===== src/rtl/pipelined_ripple_adder_if.sv =====
// pipelined_ripple_adder_if: operand/result valid-ready bus; carries sub when PRA_SUB_EN is defined
interface pipelined_ripple_adder_if #(
  parameter int WIDTH = 32
);
  logic in_valid;
  logic in_ready;
  logic [WIDTH-1:0] a;
  logic [WIDTH-1:0] b;
  logic cin;
  logic out_valid;
  logic out_ready;
  logic [WIDTH-1:0] sum;
  logic cout;
`ifdef PRA_SUB_EN
  logic sub;
`endif
  modport master (
`ifdef PRA_SUB_EN
    output sub,
`endif
    output in_valid, a, b, cin, out_ready,
    input in_ready, out_valid, sum, cout
  );
  modport slave (
`ifdef PRA_SUB_EN
    input sub,
`endif
    input in_valid, a, b, cin, out_ready,
    output in_ready, out_valid, sum, cout
  );
endinterface


===== src/rtl/pipelined_ripple_adder.sv =====
// pipelined_ripple_adder: WIDTH-bit adder as SLICE-bit ripple stages, one register per slice; PRA_SUB_EN adds A-B mode
module pipelined_ripple_adder #(
  parameter int WIDTH = 32,
  parameter int SLICE = 8
) (
  input logic clk,
  input logic rst,
  pipelined_ripple_adder_if.slave bus
);
  localparam int STAGES = WIDTH / SLICE;
  logic adv;
  assign adv = !bus.out_valid || bus.out_ready;
  assign bus.in_ready = adv;
  for (genvar k = 0; k < STAGES; k++) begin : g_st
    localparam int LO = k * SLICE;
    localparam int RW = WIDTH - LO;
    logic [WIDTH-1:0] ai;
    logic [WIDTH-1:0] xn;
    logic [WIDTH-1:0] x;
    logic [RW-1:0] bi;
    logic [SLICE-1:0] bs;
    logic ci;
    logic vi;
    logic cn;
    logic c;
    logic v;
`ifdef PRA_SUB_EN
    logic si;
    assign bs = bi[SLICE-1:0] ^ {SLICE{si}};
`else
    assign bs = bi[SLICE-1:0];
`endif
    if (k == 0) begin : g_in
      assign ai = bus.a;
      assign bi = bus.b;
      assign vi = bus.in_valid;
`ifdef PRA_SUB_EN
      assign si = bus.sub;
      assign ci = bus.sub || bus.cin;
`else
      assign ci = bus.cin;
`endif
    end else begin : g_in
      assign ai = g_st[k-1].x;
      assign bi = g_st[k-1].g_up.bu;
      assign ci = g_st[k-1].c;
      assign vi = g_st[k-1].v;
`ifdef PRA_SUB_EN
      assign si = g_st[k-1].g_up.su;
`endif
    end
    // x keeps finished sum bits below the slice and untouched A bits above it
    always_comb begin
      cn = ci;
      xn = ai;
      for (int i = 0; i < SLICE; i++) begin
        xn[LO+i] = ai[LO+i] ^ bs[i] ^ cn;
        cn = (ai[LO+i] & bs[i]) | (cn & (ai[LO+i] ^ bs[i]));
      end
    end
    always_ff @(posedge clk or posedge rst) begin
      if (rst) begin
        v <= 1'b0;
        c <= 1'b0;
        x <= '0;
      end else if (adv) begin
        v <= vi;
        c <= cn;
        x <= xn;
      end
    end
    if (k < STAGES - 1) begin : g_up
      logic [RW-SLICE-1:0] bu;
`ifdef PRA_SUB_EN
      logic su;
      always_ff @(posedge clk or posedge rst) begin
        if (rst) su <= 1'b0;
        else if (adv) su <= si;
      end
`endif
      always_ff @(posedge clk or posedge rst) begin
        if (rst) bu <= '0;
        else if (adv) bu <= bi[RW-1:SLICE];
      end
    end
  end
  assign bus.out_valid = g_st[STAGES-1].v;
  assign bus.sum = g_st[STAGES-1].x;
  assign bus.cout = g_st[STAGES-1].c;
endmodule


===== src/flat_wrapper.sv =====
// flat-port wrapper written by rule: the top's interface ports become plain ports
module pipelined_ripple_adder_flat 
#(
  parameter int WIDTH = 32,
  parameter int SLICE = 8
)
  (clk, rst, bus_in_valid, bus_a, bus_b, bus_cin, bus_out_ready, bus_in_ready, bus_out_valid, bus_sum, bus_cout);
  pipelined_ripple_adder_if #(.WIDTH(WIDTH)) bus_i ();
  input logic clk;
  input logic rst;
  input wire logic [$bits(bus_i.in_valid)-1:0] bus_in_valid;
  input wire logic [$bits(bus_i.a)-1:0] bus_a;
  input wire logic [$bits(bus_i.b)-1:0] bus_b;
  input wire logic [$bits(bus_i.cin)-1:0] bus_cin;
  input wire logic [$bits(bus_i.out_ready)-1:0] bus_out_ready;
  output wire logic [$bits(bus_i.in_ready)-1:0] bus_in_ready;
  output wire logic [$bits(bus_i.out_valid)-1:0] bus_out_valid;
  output wire logic [$bits(bus_i.sum)-1:0] bus_sum;
  output wire logic [$bits(bus_i.cout)-1:0] bus_cout;
  assign bus_i.in_valid = bus_in_valid;
  assign bus_i.a = bus_a;
  assign bus_i.b = bus_b;
  assign bus_i.cin = bus_cin;
  assign bus_i.out_ready = bus_out_ready;
  assign bus_in_ready = bus_i.in_ready;
  assign bus_out_valid = bus_i.out_valid;
  assign bus_sum = bus_i.sum;
  assign bus_cout = bus_i.cout;
  pipelined_ripple_adder #(.WIDTH(WIDTH), .SLICE(SLICE)) u_core (.clk(clk), .rst(rst), .bus(bus_i));
endmodule

===== config.mk =====
export PLATFORM = sky130hd
export DESIGN_NAME = pipelined_ripple_adder_flat
export DESIGN_NICKNAME = d
export VERILOG_FILES = /design/src/rtl/pipelined_ripple_adder_if.sv /design/src/rtl/pipelined_ripple_adder.sv /design/src/flat_wrapper.sv
export SDC_FILE = /design/constraint.sdc
export NUM_CORES = 1
export LEC_CHECK = 0
export BUFFER_PORTS_ARGS = -buffer_cell sky130_fd_sc_hd__clkbuf_2
export CORE_MARGIN = 5
export CORE_UTILIZATION = 58
export DETAILED_ROUTE_END_ITERATION = 16
export PLACE_DENSITY_LB_ADDON = 0.15
export SLEW_MARGIN = 20
export SYNTH_ARGS = -nofsm -noshare
export SYNTH_HDL_FRONTEND = slang
export SYNTH_SLANG_ARGS = --single-unit

===== constraint.sdc =====
create_clock -name clk -period 7.25 [get_ports clk]
set_input_delay 0.725 -clock clk [delete_from_list [all_inputs] [get_ports clk]]
set_output_delay 0.725 -clock clk [all_outputs]
set_load 0.02 [all_outputs]

==> run metrics <==
switch share=0.2983; Crit Path Class=reg -> reg; Chip Height=~130 µm; Reg2Reg Depth=12; cells after synthesis=roughly 460; Worst Max-Slew Pin Slew=between 0.9 and 1 ns; vias in the first global route=roughly 4300; IO Pins=about 100; clock sinks=roughly 180; CP Capture Type=flip-flop; Pwr Total=~4.3 mW; area delta synth->final=14.89%; first-pass GRT wire length=21750 µm; CP required=around 7.6 ns; worst hold path startpoint=u_core.g_st[2].v; sequential area share after synthesis=0.5632; hpwl dp=8348 µm; share of cells above drive strength 1=0.5379; Power Density=approximately 460 nW/µm²; Final Cycle Share=0.5713; Lkg Pwr=around 4.7 nW; synth unique cells=12; # setup viols final=0; TritonCTS clock tree=yes; Cell Rows=43; GRT Residual Overflow=0; worst reg2reg path startpoint=u_core.g_st[2].g_up.bu[0]; Max Cap Viol=0; CTS buffer count=17; post-DR wirelength/cell=approximately 17 µm; r2r endpoint=u_core.bus.sum[31]; commonest non-fill, non-tap cells in the layout=dfrtp_1, mux2_4, clkbuf_2, fa_1, mux2_2; # DRC=0; Setup Slack @ Placement=just over 3 ns; most used cell, CP=fa_1; Critical path buffers and inverters=3; Critical Path Max Stage Delay=0.48 ns; Detailed Routing Iterations Pass 1=4; clock-pin transition on the worst setup and hold timing paths=roughly 0.060 ns; DRC violation total after the first TritonRoute iteration=roughly 170; cell chain of the critical path=inv_1, fa_1, inv_1, fa_1, fa_1, fa_1, fa_1, fa_1, fa_1, inv_1, fa_1, a21oi_1; Longest Clk Path Bufs=2; cell area after synthesis=slightly above 8000 µm²; hold-fix buffer count after cts=0; worst hold margin=roughly 0.47 ns; Die Area=~17000 µm²; final core utilization=0.6793; worst hold path class=reg -> reg; worst rel slew slack=0.3630; top cell type's share of synthesized area=0.5632; total track usage=0.1672; antenna violations before repair=0; Highest Clock Rate=241.4 MHz; RePlAce Congestion=0.7433; hold depth=1; Final nets=about 670; Startpoint Class=flip-flop; Fin. Hold Viols=0; synth top area cells=dfrtp_1, mux2_4, fa_1; Worst VDD drop=around 0.25 mV; Antenna diodes=0; ANT nets after route=0; number of synthesized register bits=about 180; # resized after CTS=0; status=finished clean; Psw=roughly 1.3 mW; Final Skew=between 0.007 and 0.008 ns; Clk pwr share=0.222; Tmin final=around 4.1 ns; Detailed Route WL=between 10000 and 15000 µm; CP top delay family=adder cells; Gate power share=0.371; Reg2Reg Setup Slack=around 3.1 ns; Crit-path slowest cell=fa_1; postcts setup bufs=0; CTS H-tree lvls=4; max-slew violations=0; setup slack after layout=3.108 ns; via density per instance=slightly above 5; most common cell after layout, fill and taps aside=dfrtp_1; area leader, netlist=dfrtp_1; crit path DAT=about 4.5 ns; largest net degree at the start of global routing=roughly 110; syn_nets=564; worst skew pair latency=~0.42 ns; Flop pwr share=0.407; Vias=3901; worst-path maximum fanout=2; core region area=approximately 14000 µm²; Root Driver=clkbuf_16; I/O Buffers=~100; Die Wd=128.7 µm; Int Power=slightly above 3 mW; syn avg cell area=between 15 and 20 µm²; post-route setup TNS=0 ns; Hold Crit Endpoint=u_core.bus.out_valid; Ys Warns=0; initial core utilization=0.5913; RSZ-0062 raised after global routing=false
-- through the flow --
stage / cell area, µm² / std cells
after floorplan: 8175 / 463
after global placement: 8746 / 727
after detailed placement: 8746 / 727
after CTS: 9365 / 759
after global routing: 9393 / 760
final: 9393 / 760
-- state kept, by name, indices dropped and copies added (netlist names) --
signal and cells:
u_core.g_st.x 96, u_core.g_st.g_up.bu 48, u_core.bus.sum 32, u_core.g_st.c 3, u_core.g_st.v 3, u_core.bus.cout 1
u_core.bus.out_valid 1
-- synth_stat cells --
| library cell | n |
|---|---|
| buf_2 | 5 |
| dfrtp_1 | 184 |
| a21oi_1 | 10 |
| mux2_2 | 31 |
| nand2b_1 | 2 |
| mux2_4 | 140 |
| nor3b_1 | 10 |
| fa_1 | 32 |
| mux2i_1 | 2 |
| inv_1 | 29 |
| clkbuf_1 | 2 |
| buf_6 | 16 |
-- cells by family after synthesis --
| kind of cell | Yosys count | synth area share |
|---|---|---|
| multiplexers | 173 | 0.3023 |
| adder cells (fa/ha/maj) | 32 | 0.07836 |
| AO/OA/AOI/OAI | 10 | 0.006122 |
| AND/OR/NAND/NOR | 12 | 0.01071 |
| buffers and inverters | 52 | 0.03933 |
| flip-flops | 184 | 0.5632 |
-- power groups by stage --
stage,logic (mW),clock network [mW],registers (mW)
2_1_floorplan,1.24,0,1.81
6_report,1.61,0.961,1.76
3_5_place_dp,1.62,0,1.78
5_1_grt,1.77,1.02,1.82
4_1_cts,1.64,0.981,1.77
3_3_place_gp,1.58,0,1.76
-- layout make-up --
class,instances,area [µm²]
inverter,29,113.9
clock buffer,19,442.9
sequential,184,4604
multi-input combinational,227,3257
clock inverter,13,176.4
tap,180,225.2
fill,962,4434
timing repair buffer,108,573.1
-- worst max-delay path by stage --
stage,cells past startpoint,end,start,slack (ns)
floorplan,1,u_core.bus.cout,rst,1.52
global placement,12,u_core.g_st[2].x[23],u_core.g_st[1].g_up.bu[0],3.15
detailed placement,13,u_core.g_st[0].x[7],bus_b[0],3.06
CTS,12,u_core.bus.sum[31],u_core.g_st[2].g_up.bu[0],3.05
global route,12,u_core.g_st[2].x[23],u_core.g_st[1].g_up.bu[0],2.90
finish,12,u_core.bus.sum[31],u_core.g_st[2].g_up.bu[0],3.11
-- layer usage --
metal,up-vias,part of all wire,track usage
li1,1775,-,-
met1,2042,0.47,0.2335
met2,75,0.48,0.2576
met3,9,0.044,0.04898
met4,0,0.012,0.05003
met5,-,0,0
(Power assumes the default switching activity.)
